`src/rtl/multi_cycle_control_unit_pkg.sv`:
```
// multi_cycle_control_unit_pkg: state, ALU-control, mux-select and opcode encodings shared by the control unit
package multi_cycle_control_unit_pkg;
    typedef enum logic [2:0] {
        STATE_IF   = 3'd0,
        STATE_ID   = 3'd1,
        STATE_EX   = 3'd2,
        STATE_MEM  = 3'd3,
        STATE_WB   = 3'd4,
        STATE_HALT = 3'd5
    } state_t;
    localparam logic [1:0] ALU_OP_ADD       = 2'd0;
    localparam logic [1:0] ALU_OP_BRANCH    = 2'd1;
    localparam logic [1:0] ALU_OP_FUNCT     = 2'd2;
    localparam logic [1:0] ALU_SRC_A_PC     = 2'd0;
    localparam logic [1:0] ALU_SRC_A_RS1    = 2'd1;
    localparam logic [1:0] ALU_SRC_A_OLD_PC = 2'd2;
    localparam logic [1:0] ALU_SRC_B_RS2    = 2'd0;
    localparam logic [1:0] ALU_SRC_B_FOUR   = 2'd1;
    localparam logic [1:0] ALU_SRC_B_IMM    = 2'd2;
    localparam logic [6:0] ARITHMETIC       = 7'b0110011;
    localparam logic [6:0] ARITHMETIC_IMM   = 7'b0010011;
    localparam logic [6:0] LOAD             = 7'b0000011;
    localparam logic [6:0] JALR             = 7'b1100111;
    localparam logic [6:0] STORE            = 7'b0100011;
    localparam logic [6:0] BRANCH           = 7'b1100011;
    localparam logic [6:0] JAL              = 7'b1101111;
    localparam logic [6:0] ECALL            = 7'b1110011;
    typedef struct packed {
        logic       pc_write;
        logic       pc_write_cond;
        logic       ir_write;
        logic       i_or_d;
        logic       mem_read;
        logic       mem_write;
        logic       mem_to_reg;
        logic       write_enable;
        logic       pc_to_reg;
        logic       pc_source;
        logic [1:0] alu_src_a;
        logic [1:0] alu_src_b;
        logic [1:0] alu_op;
        logic       is_halted;
    } ctrl_t;
    function automatic logic is_exec_opcode(input logic [6:0] op);
        return op inside {ARITHMETIC, ARITHMETIC_IMM, LOAD, STORE, BRANCH, JAL, JALR};
    endfunction
endpackage

```
`src/rtl/multi_cycle_control_unit_if.sv`:
```
// multi_cycle_control_unit_if: control-unit <-> datapath signals; master is the control unit, slave the datapath
interface multi_cycle_control_unit_if;
    logic [6:0] part_of_inst;
    logic       bcond;
    logic       halt_req;
    logic       mem_ready;
    logic       pc_write;
    logic       pc_write_cond;
    logic       ir_write;
    logic       i_or_d;
    logic       mem_read;
    logic       mem_write;
    logic       mem_to_reg;
    logic       write_enable;
    logic       pc_to_reg;
    logic       pc_source;
    logic [1:0] alu_src_a;
    logic [1:0] alu_src_b;
    logic [1:0] alu_op;
    logic       is_halted;
    logic [2:0] state;
    modport master (
        input  part_of_inst, bcond, halt_req, mem_ready,
        output pc_write, pc_write_cond, ir_write, i_or_d, mem_read, mem_write, mem_to_reg,
               write_enable, pc_to_reg, pc_source, alu_src_a, alu_src_b, alu_op, is_halted, state
    );
    modport slave (
        output part_of_inst, bcond, halt_req, mem_ready,
        input  pc_write, pc_write_cond, ir_write, i_or_d, mem_read, mem_write, mem_to_reg,
               write_enable, pc_to_reg, pc_source, alu_src_a, alu_src_b, alu_op, is_halted, state
    );
endinterface

```
`src/rtl/multi_cycle_control_unit_control_state_decode.sv`:
```
// control_state_decode: combinational Moore decode of (state, opcode) into datapath controls
// MEM_HANDSHAKE_EN: IF write strobes wait for mem_ready
module control_state_decode
    import multi_cycle_control_unit_pkg::*;
(
    input  state_t     i_state,
    input  logic [6:0] i_opcode,
    input  logic       i_mem_ready,
    output ctrl_t      o_ctrl
);
    logic w_rdy;
`ifdef MEM_HANDSHAKE_EN
    assign w_rdy = i_mem_ready;
`else
    logic w_unused;
    assign w_unused = i_mem_ready;
    assign w_rdy = 1'b1;
`endif
    always_comb begin
        o_ctrl = '0;
        case (i_state)
            STATE_IF: begin
                o_ctrl.mem_read  = 1'b1;
                o_ctrl.alu_src_b = ALU_SRC_B_FOUR;
                o_ctrl.ir_write  = w_rdy;
                o_ctrl.pc_write  = w_rdy;
            end
            STATE_ID: begin
                o_ctrl.alu_src_a = ALU_SRC_A_OLD_PC;
                o_ctrl.alu_src_b = ALU_SRC_B_IMM;
            end
            STATE_EX: begin
                case (i_opcode)
                    ARITHMETIC: begin
                        o_ctrl.alu_src_a = ALU_SRC_A_RS1;
                        o_ctrl.alu_op    = ALU_OP_FUNCT;
                    end
                    ARITHMETIC_IMM: begin
                        o_ctrl.alu_src_a = ALU_SRC_A_RS1;
                        o_ctrl.alu_src_b = ALU_SRC_B_IMM;
                        o_ctrl.alu_op    = ALU_OP_FUNCT;
                    end
                    LOAD, STORE: begin
                        o_ctrl.alu_src_a = ALU_SRC_A_RS1;
                        o_ctrl.alu_src_b = ALU_SRC_B_IMM;
                    end
                    BRANCH: begin
                        o_ctrl.alu_src_a     = ALU_SRC_A_RS1;
                        o_ctrl.alu_op        = ALU_OP_BRANCH;
                        o_ctrl.pc_write_cond = 1'b1;
                        o_ctrl.pc_source     = 1'b1;
                    end
                    JAL: begin
                        o_ctrl.pc_write     = 1'b1;
                        o_ctrl.pc_source    = 1'b1;
                        o_ctrl.write_enable = 1'b1;
                        o_ctrl.pc_to_reg    = 1'b1;
                    end
                    JALR: begin
                        o_ctrl.alu_src_a    = ALU_SRC_A_RS1;
                        o_ctrl.alu_src_b    = ALU_SRC_B_IMM;
                        o_ctrl.pc_write     = 1'b1;
                        o_ctrl.write_enable = 1'b1;
                        o_ctrl.pc_to_reg    = 1'b1;
                    end
                    default: ;
                endcase
            end
            STATE_MEM: begin
                o_ctrl.i_or_d    = 1'b1;
                o_ctrl.mem_read  = i_opcode == LOAD;
                o_ctrl.mem_write = i_opcode == STORE;
            end
            STATE_WB: begin
                o_ctrl.write_enable = 1'b1;
                o_ctrl.mem_to_reg   = i_opcode == LOAD;
            end
            STATE_HALT: o_ctrl.is_halted = 1'b1;
            default: ;
        endcase
    end
endmodule

```
`src/rtl/multi_cycle_control_unit.sv`:
```
// multi_cycle_control_unit: IF/ID/EX/MEM/WB/HALT sequencer for the multi-cycle RV32I datapath
// MEM_HANDSHAKE_EN: IF and MEM hold until mem_ready
module multi_cycle_control_unit
    import multi_cycle_control_unit_pkg::*;
(
    input logic                        clk,
    input logic                        reset,
    multi_cycle_control_unit_if.master bus
);
    state_t r_state;
    state_t w_next;
    ctrl_t  w_ctrl;
    logic   w_rdy;
    logic   w_unused;
    // bcond is consumed by the datapath PC-enable logic, not by the sequencer
    assign w_unused = bus.bcond;
`ifdef MEM_HANDSHAKE_EN
    assign w_rdy = bus.mem_ready;
`else
    assign w_rdy = 1'b1;
`endif
    control_state_decode u_decode (
        .i_state    (r_state),
        .i_opcode   (bus.part_of_inst),
        .i_mem_ready(bus.mem_ready),
        .o_ctrl     (w_ctrl)
    );
    always_ff @(posedge clk or posedge reset) begin
        if (reset) r_state <= STATE_IF;
        else       r_state <= w_next;
    end
    always_comb begin
        w_next = STATE_IF;
        case (r_state)
            STATE_IF:   w_next = w_rdy ? STATE_ID : STATE_IF;
            STATE_ID:   w_next = (bus.part_of_inst == ECALL) ? (bus.halt_req ? STATE_HALT : STATE_IF) :
                                 is_exec_opcode(bus.part_of_inst) ? STATE_EX : STATE_IF;
            STATE_EX:   w_next = (bus.part_of_inst inside {ARITHMETIC, ARITHMETIC_IMM}) ? STATE_WB :
                                 (bus.part_of_inst inside {LOAD, STORE}) ? STATE_MEM : STATE_IF;
            STATE_MEM:  w_next = !w_rdy ? STATE_MEM : (bus.part_of_inst == LOAD) ? STATE_WB : STATE_IF;
            STATE_WB:   w_next = STATE_IF;
            STATE_HALT: w_next = STATE_HALT;
            default:    w_next = STATE_IF;
        endcase
    end
    // reset masks every architectural write so nothing commits on the edge reset is released
    assign bus.pc_write      = w_ctrl.pc_write & ~reset;
    assign bus.pc_write_cond = w_ctrl.pc_write_cond & ~reset;
    assign bus.ir_write      = w_ctrl.ir_write & ~reset;
    assign bus.mem_write     = w_ctrl.mem_write & ~reset;
    assign bus.write_enable  = w_ctrl.write_enable & ~reset;
    assign bus.i_or_d        = w_ctrl.i_or_d;
    assign bus.mem_read      = w_ctrl.mem_read;
    assign bus.mem_to_reg    = w_ctrl.mem_to_reg;
    assign bus.pc_to_reg     = w_ctrl.pc_to_reg;
    assign bus.pc_source     = w_ctrl.pc_source;
    assign bus.alu_src_a     = w_ctrl.alu_src_a;
    assign bus.alu_src_b     = w_ctrl.alu_src_b;
    assign bus.alu_op        = w_ctrl.alu_op;
    assign bus.is_halted     = w_ctrl.is_halted;
    assign bus.state         = r_state;
endmodule

```
`src/flat_wrapper.sv`:
```
// flat-port wrapper written by rule: the top's interface ports become plain ports
module multi_cycle_control_unit_flat import multi_cycle_control_unit_pkg::*;
  (clk, reset, bus_part_of_inst, bus_bcond, bus_halt_req, bus_mem_ready, bus_pc_write, bus_pc_write_cond, bus_ir_write, bus_i_or_d, bus_mem_read, bus_mem_write, bus_mem_to_reg, bus_write_enable, bus_pc_to_reg, bus_pc_source, bus_alu_src_a, bus_alu_src_b, bus_alu_op, bus_is_halted, bus_state);
  multi_cycle_control_unit_if bus_i ();
  input logic clk;
  input logic reset;
  input wire logic [$bits(bus_i.part_of_inst)-1:0] bus_part_of_inst;
  input wire logic [$bits(bus_i.bcond)-1:0] bus_bcond;
  input wire logic [$bits(bus_i.halt_req)-1:0] bus_halt_req;
  input wire logic [$bits(bus_i.mem_ready)-1:0] bus_mem_ready;
  output wire logic [$bits(bus_i.pc_write)-1:0] bus_pc_write;
  output wire logic [$bits(bus_i.pc_write_cond)-1:0] bus_pc_write_cond;
  output wire logic [$bits(bus_i.ir_write)-1:0] bus_ir_write;
  output wire logic [$bits(bus_i.i_or_d)-1:0] bus_i_or_d;
  output wire logic [$bits(bus_i.mem_read)-1:0] bus_mem_read;
  output wire logic [$bits(bus_i.mem_write)-1:0] bus_mem_write;
  output wire logic [$bits(bus_i.mem_to_reg)-1:0] bus_mem_to_reg;
  output wire logic [$bits(bus_i.write_enable)-1:0] bus_write_enable;
  output wire logic [$bits(bus_i.pc_to_reg)-1:0] bus_pc_to_reg;
  output wire logic [$bits(bus_i.pc_source)-1:0] bus_pc_source;
  output wire logic [$bits(bus_i.alu_src_a)-1:0] bus_alu_src_a;
  output wire logic [$bits(bus_i.alu_src_b)-1:0] bus_alu_src_b;
  output wire logic [$bits(bus_i.alu_op)-1:0] bus_alu_op;
  output wire logic [$bits(bus_i.is_halted)-1:0] bus_is_halted;
  output wire logic [$bits(bus_i.state)-1:0] bus_state;
  assign bus_i.part_of_inst = bus_part_of_inst;
  assign bus_i.bcond = bus_bcond;
  assign bus_i.halt_req = bus_halt_req;
  assign bus_i.mem_ready = bus_mem_ready;
  assign bus_pc_write = bus_i.pc_write;
  assign bus_pc_write_cond = bus_i.pc_write_cond;
  assign bus_ir_write = bus_i.ir_write;
  assign bus_i_or_d = bus_i.i_or_d;
  assign bus_mem_read = bus_i.mem_read;
  assign bus_mem_write = bus_i.mem_write;
  assign bus_mem_to_reg = bus_i.mem_to_reg;
  assign bus_write_enable = bus_i.write_enable;
  assign bus_pc_to_reg = bus_i.pc_to_reg;
  assign bus_pc_source = bus_i.pc_source;
  assign bus_alu_src_a = bus_i.alu_src_a;
  assign bus_alu_src_b = bus_i.alu_src_b;
  assign bus_alu_op = bus_i.alu_op;
  assign bus_is_halted = bus_i.is_halted;
  assign bus_state = bus_i.state;
  multi_cycle_control_unit u_core (.clk(clk), .reset(reset), .bus(bus_i));
endmodule
```
`config.mk`:
```
export PLATFORM = sky130hd
export DESIGN_NAME = multi_cycle_control_unit_flat
export DESIGN_NICKNAME = d
export VERILOG_FILES = /design/src/rtl/multi_cycle_control_unit_pkg.sv /design/src/rtl/multi_cycle_control_unit_if.sv /design/src/rtl/multi_cycle_control_unit_control_state_decode.sv /design/src/rtl/multi_cycle_control_unit.sv /design/src/flat_wrapper.sv
export SDC_FILE = /design/constraint.sdc
export NUM_CORES = 1
export LEC_CHECK = 0
export BUFFER_PORTS_ARGS = -buffer_cell sky130_fd_sc_hd__buf_2
export CORE_AREA = 2 2 39 41
export DETAILED_ROUTE_END_ITERATION = 12
export DIE_AREA = 0 0 41 43
export PLACE_DENSITY_LB_ADDON = 0.1
export SKIP_LAST_GASP = 1
export SYNTH_ARGS = -nofsm -noshare
export SYNTH_HDL_FRONTEND = slang
export SYNTH_SLANG_ARGS = --single-unit
```
`constraint.sdc`:
```
create_clock -name clk -period 1.45 [get_ports clk]
set_input_delay 0.0725 -clock clk [delete_from_list [all_inputs] [get_ports clk]]
set_output_delay 0.0725 -clock clk [all_outputs]
set_load 0.05 [all_outputs]
```
==> results of run 1 <==
## per-layer routing
| metal | up-vias | global-route usage [%] |
|---|---|---|
| li1 | 317 | - |
| met4 | 0 | 8.00 |
| met2 | 26 | 37.5 |
| met1 | 313 | 23.4 |
| met5 | - | 0 |
| met3 | 0 | 4.71 |
## worst max-delay path, cell delays in order, from the launching register on
cell	delay (ns)
dfrtp_2	0.41
or3b_4	0.45
nor4_4	0.19
and2_4	0.20
buf_8	0.14
## metrics by stage
step | cell area, um2 | power, uW
global route | 1070 | 1400
global placement | 793 | 910
CTS | 981 | 1240
floorplan | 523 | 700
finish | 1070 | 1330
detailed placement | 793 | 911
## timing repair
action	CTS	global route
pin swaps	6	2
hold buffers	1	0
setup endpoints to repair	16	18
hold endpoints to repair	3	0
buffers inserted	2	4
gates resized for setup	40	16
## where the power goes
group	switching (uW)	leakage (uW)	total [uW]	internal, uW
Sequential	15.7	0.0000352	119	103
Combinational	620	0.000432	1050	435
Clock	54.8	0.0000150	159	104
Total	691	0.000482	1330	642
## final timing paths
kind | startpoint | end | slack (ns) | cells past startpoint
worst max-delay path | u_core.bus.state[2] | bus_pc_write_cond | -0.25 | 4
worst min-delay path | reset | u_core.bus.state[0] | 0.35 | 3
worst max register to register | u_core.bus.state[2] | u_core.bus.state[2] | -0.01 | 5
worst min register to register | u_core.bus.state[1] | u_core.bus.state[1] | 0.80 | 3
max in group asynchronous | reset | u_core.bus.state[1] | 0.91 | 3
min in group clk | bus_part_of_inst[5] | u_core.bus.state[1] | 0.35 | 4
## placed cells by master (no fill, tap or decap), drive strengths merged
master / instances
o2bb2a: 1
nor2: 4
o22ai: 2
o221ai: 1
o21a: 2
or3b: 1
nor4: 4
nand2b: 3
nor3b: 2
a22o: 2
a211oi: 1
nand4bb: 1
a31oi: 1
buf: 51
clkinvlp: 1
nand2: 1
nor4bb: 1
o31ai: 1
dfrtp: 3
a21o: 1
clkbuf: 5
nor3: 2
nand4: 1
or3: 2
and2: 1
and3: 2
dlygate4sd3: 1
a211o: 1
or4b: 1
nand3b: 1
inv: 4
or2: 1
a21oi: 2
## logic make-up (layout without fill, tap and decap cells)
| group | count (synthesis) | in the layout | synth area share, % |
|---|---|---|---|
| AND/OR/NAND/NOR | 28 | 28 | 47.8 |
| AO/OA/AOI/OAI | 15 | 15 | 26.8 |
| flip-flops | 3 | 3 | 17.3 |
| buffers and inverters | 7 | 62 | 8.07 |
## layout make-up
cell class | instances | area [um2] | area share (%)
tap | 16 | 20.0 | 1.87
timing repair buffer | 53 | 475 | 44.5
inverter | 5 | 22.5 | 2.11
multi-input combinational | 43 | 445 | 41.7
clock buffer | 4 | 26.3 | 2.46
sequential | 3 | 78.8 | 7.38
==> metrics, run 1 <==
status complete, but fails checks; failing checks setup timing; P_leak 0.000482 uW; clock-pin slew on the worst setup and hold paths 0.04 ns; dominant cell type by area after synthesis dfrtp_1; die area 1760 um2; WL met2 919 um; clk buf depth 2; core footprint 1380 um2; total CTS buffers 3; final setup TNS -2.18 ns; TritonCTS clock tree built; Syn Inst Count 53; CTS H-tree lvls 1; share of the synthesized area in the top cell type 17.3%; fin crit period 1.70 ns; Worst Setup Path Type flop to output port; clk_skew 0.00149 ns; P&R area growth vs syn 146%; count leader, synth inv_1; Worst EP arrival 1.63 ns; worst setup margin -0.252 ns; share of layout cells above drive strength 1 76.9%; 1st-pass router iterations 4; DR iter-0 viols 4; HP Class primary input to asynchronous set/reset pin; Least-Margin Pin Slew 0.298 ns; Post-synth EDFFs 0; Synth async-reset ratio 100%; top post-synthesis cells by area dfrtp_1, nor4_4, inv_1; Yosys reg bits 3; CP endpoint kind output port; largest fanout on the critical path 4; GP Congestion 0.736; max_slew headroom 80.0%; clock root buffer master clkbuf_4; fin. max-slew vios 0; Routed WL 1690 um; Antenna Cells 0; grt total ovfl 0; dpl hpwl 1220 um; port buffer count 29; Fmax 0.587 GHz; worst vdd ir 747 uV; WL per Instance 13.6 um; routed via count 656; largest net degree at the start of global routing 8; Global Route Usage Sum 21.5%; first-pass GRT wire length 2590 um; fill count 93; Detail Route Antenna Nets 0; highest routed layer met3; initial antenna violation count 0; Hold Slack 0.348 ns; fin cells 124; # nets final 121; DIE WIDTH 41 um; ys flop type dfrtp_1; Post-Route M1 WL 675 um; final core utilization 77.2%; number of global-route vias before repair 625; Max Cap Viol 0; startpoint class of the critical path flop; Starting Density 31.4%; met3 wire len 93 um; Avg Cell Area, Syn 8.19 um2; Place WS -0.111 ns; RSZ-0062 raised after global routing yes; # IOs 32; post-synthesis sequential area ratio 17.3%; Skew-Pair Late Insertion Delay 0.24 ns; PwrDens 1250 nW/um2; Syn Nets 65; clock sinks 3; Post-Synthesis Cell Area 434 um2; Inst Count DP 113; Die H 43 um; crit share post-route 117%; Final setup viols 15; Critical Path RT 1.38 ns; Final Hold Fails 0; max reg flops 3; drc violations 0; routed vias/inst 5.29; Synth cell types 34; Row Count 14; top cells by count, synth inv_1, nor2_1, dfrtp_1, nand2b_1, nor4_1; yosys warns 0
Power figures use the tool's default switching activity.
==> run 2: changes to the inputs <==
--- a/config.mk
+++ b/config.mk
@@ -10,6 +10,7 @@
 export DETAILED_ROUTE_END_ITERATION = 12
 export DIE_AREA = 0 0 41 43
 export PLACE_DENSITY_LB_ADDON = 0.1
+export RECOVER_POWER = 100
 export SKIP_LAST_GASP = 1
 export SYNTH_ARGS = -nofsm -noshare
 export SYNTH_HDL_FRONTEND = slang
==> run 2 against run 1 <==
- the flow still finishes with violations (setup timing)
- total power is 1.7% lower
- cell count stayed put
- worst hold slack better by 0.0017 ns
- highest routed layer unchanged
- largest power group unchanged
==> metrics, run 2 (synthesis gave the netlist of run 1 again) <==
status complete, but fails checks; failing checks setup timing; Hold EP u_core.bus.state[1]; drc violations 0 (unchanged); routed vias/inst 5.29 (unchanged); Place WS -0.111 ns (unchanged); # nets final 121 (unchanged); commonest non-fill, non-tap cell in the layout buf_4; CP top delay family simple AND/OR/NAND/NOR gates; Routed WL 1690 um (+0.30%); clock sinks 3 (unchanged); clock root buffer master clkbuf_4; port buffer count 29 (unchanged); first-pass GRT wire length 2590 um (unchanged); dpl hpwl 1220 um (unchanged); Die H 43 um (unchanged); CP Cell Sequence or3b_4, nor4_4, and2_4, buf_8; Final Hold Fails 0 (unchanged); Least-Margin Pin Slew 0.593 ns (+0.295 ns); CP Buf/Inv Count 1 (unchanged); worst setup margin -0.252 ns (unchanged); DR iter-0 viols 6 (+2); PwrDens 1240 nW/um2 (-0.76%); Detail Route Antenna Nets 0 (unchanged); P&R area growth vs syn 144%; Worst Setup Path Type flop to output port; fin. max-slew vios 0 (unchanged); GP Congestion 0.736 (unchanged); Antenna Cells 0 (unchanged); final core utilization 76.5% (-0.72 points); CTS H-tree lvls 1 (unchanged); HP Class primary input to flop; Min-Delay Path Depth 4; final setup TNS -2.26 ns (-0.0867 ns); fin crit period 1.70 ns (unchanged); Hold Startpoint bus_part_of_inst[5]; max_slew headroom 60.6% (-19 points); startpoint class of the critical path flop; initial antenna violation count 0 (unchanged); # IOs 32 (unchanged); TritonCTS clock tree built; CP endpoint kind output port; Worst EP arrival 1.63 ns (about the same); worst flop-to-flop path endpoint u_core.bus.state[2]; Global Route Usage Sum 21.5% (unchanged); share of layout cells above drive strength 1 74.1% (-2.8 points); grt total ovfl 0 (unchanged); clk buf depth 2 (unchanged); core footprint 1380 um2 (unchanged); die area 1760 um2 (unchanged); Starting Density 31.4% (unchanged); Reg2Reg Depth 5 (unchanged); 1st-pass router iterations 4 (unchanged); Row Count 14 (unchanged); Final setup viols 15 (unchanged); largest fanout on the critical path 4 (unchanged); routed via count 656 (unchanged); Post-Route M1 WL 679 um (+0.59%); worst vdd ir 746 uV (-0.12%); Max Cap Viol 0 (unchanged); placed inst area 793 um2 (unchanged); Skew-Pair Late Insertion Delay 0.24 ns (about the same); met3 wire len 97 um (+4.3%); Reg-to-Reg Start u_core.bus.state[2]; clk_skew 0.00149 ns (unchanged); largest net degree at the start of global routing 8 (unchanged); DIE WIDTH 41 um (unchanged); crit share post-route 117% (unchanged); P_leak 0.000469 uW (-2.7%); most frequent cells in the layout buf_4, buf_8, buf_6; highest routed layer met3; design area 1060 um2 (-0.94%); Worst path slowest cell or3b_4; r2r setup slk -0.02 ns (about the same); Power Total 1310 uW (-1.7%); clock-pin slew on the worst setup and hold paths 0.04 ns (about the same); total CTS buffers 3 (unchanged); max reg flops 3 (unchanged); Fmax 0.587 GHz (unchanged); CP max stage delay 0.45 ns (about the same); number of global-route vias before repair 625 (unchanged); WL per Instance 13.7 um (+0.30%); Critical Path RT 1.38 ns (about the same); RSZ-0062 raised after global routing yes; WL met2 917 um (-0.22%)
## run 2: stage by stage
step           hold WS, ns  std cells
3_5_place_dp        0.0541        113
5_1_grt              0.357        124
6_report             0.349        124
3_3_place_gp        0.0484        113
4_1_cts              0.326        120
2_1_floorplan       -0.149         53
## run 2: power by group
| part | switching [uW] | internal (uW) |
|---|---|---|
| clock | 54.8 | 104 |
| sequential | 15.7 | 103 |
| combinational | 618 | 414 |
| total | 689 | 622 |
## run 2: final cells by class
cell class,instances,area (um2)
clock buffer,4,26.3
multi-input combinational,43,445
timing repair buffer,53,465
sequential,3,78.8
tap,16,20.0
inverter,5,22.5
fill,96,325
## run 2: metal layers
layer,track usage [%],vias to the layer above
met4,8.00,0
met3,4.71,0
met1,23.4,314
met2,37.5,26
li1,-,316
met5,0,-
## run 2: repair_timing
item	CTS	global route
buffers inserted	2	4
gates resized for setup	40	16
setup endpoints to repair	16	18
pin swaps	6	2
endpoints found under the hold margin	3	0
hold buffers	1	0
## run 2: worst max path at each step
stage / start / to / slack (ns) / cells after the start
final: u_core.bus.state[2] / bus_pc_write_cond / -0.25 / 4
after global routing: u_core.bus.state[2] / bus_pc_write_cond / -0.31 / 4
after CTS: u_core.bus.state[2] / bus_pc_write_cond / -0.26 / 4
after detailed placement: u_core.bus.state[0] / bus_alu_src_b[1] / -0.11 / 4
after global placement: u_core.bus.state[0] / bus_alu_src_b[1] / -0.10 / 4
after floorplan: u_core.bus.state[2] / bus_pc_write_cond / -0.68 / 4
## run 2: worst min-delay path: stages
cell	delay, ns
buf_2	0.09
buf_4	0.12
a22o_1	0.13
a22o_1	0.14
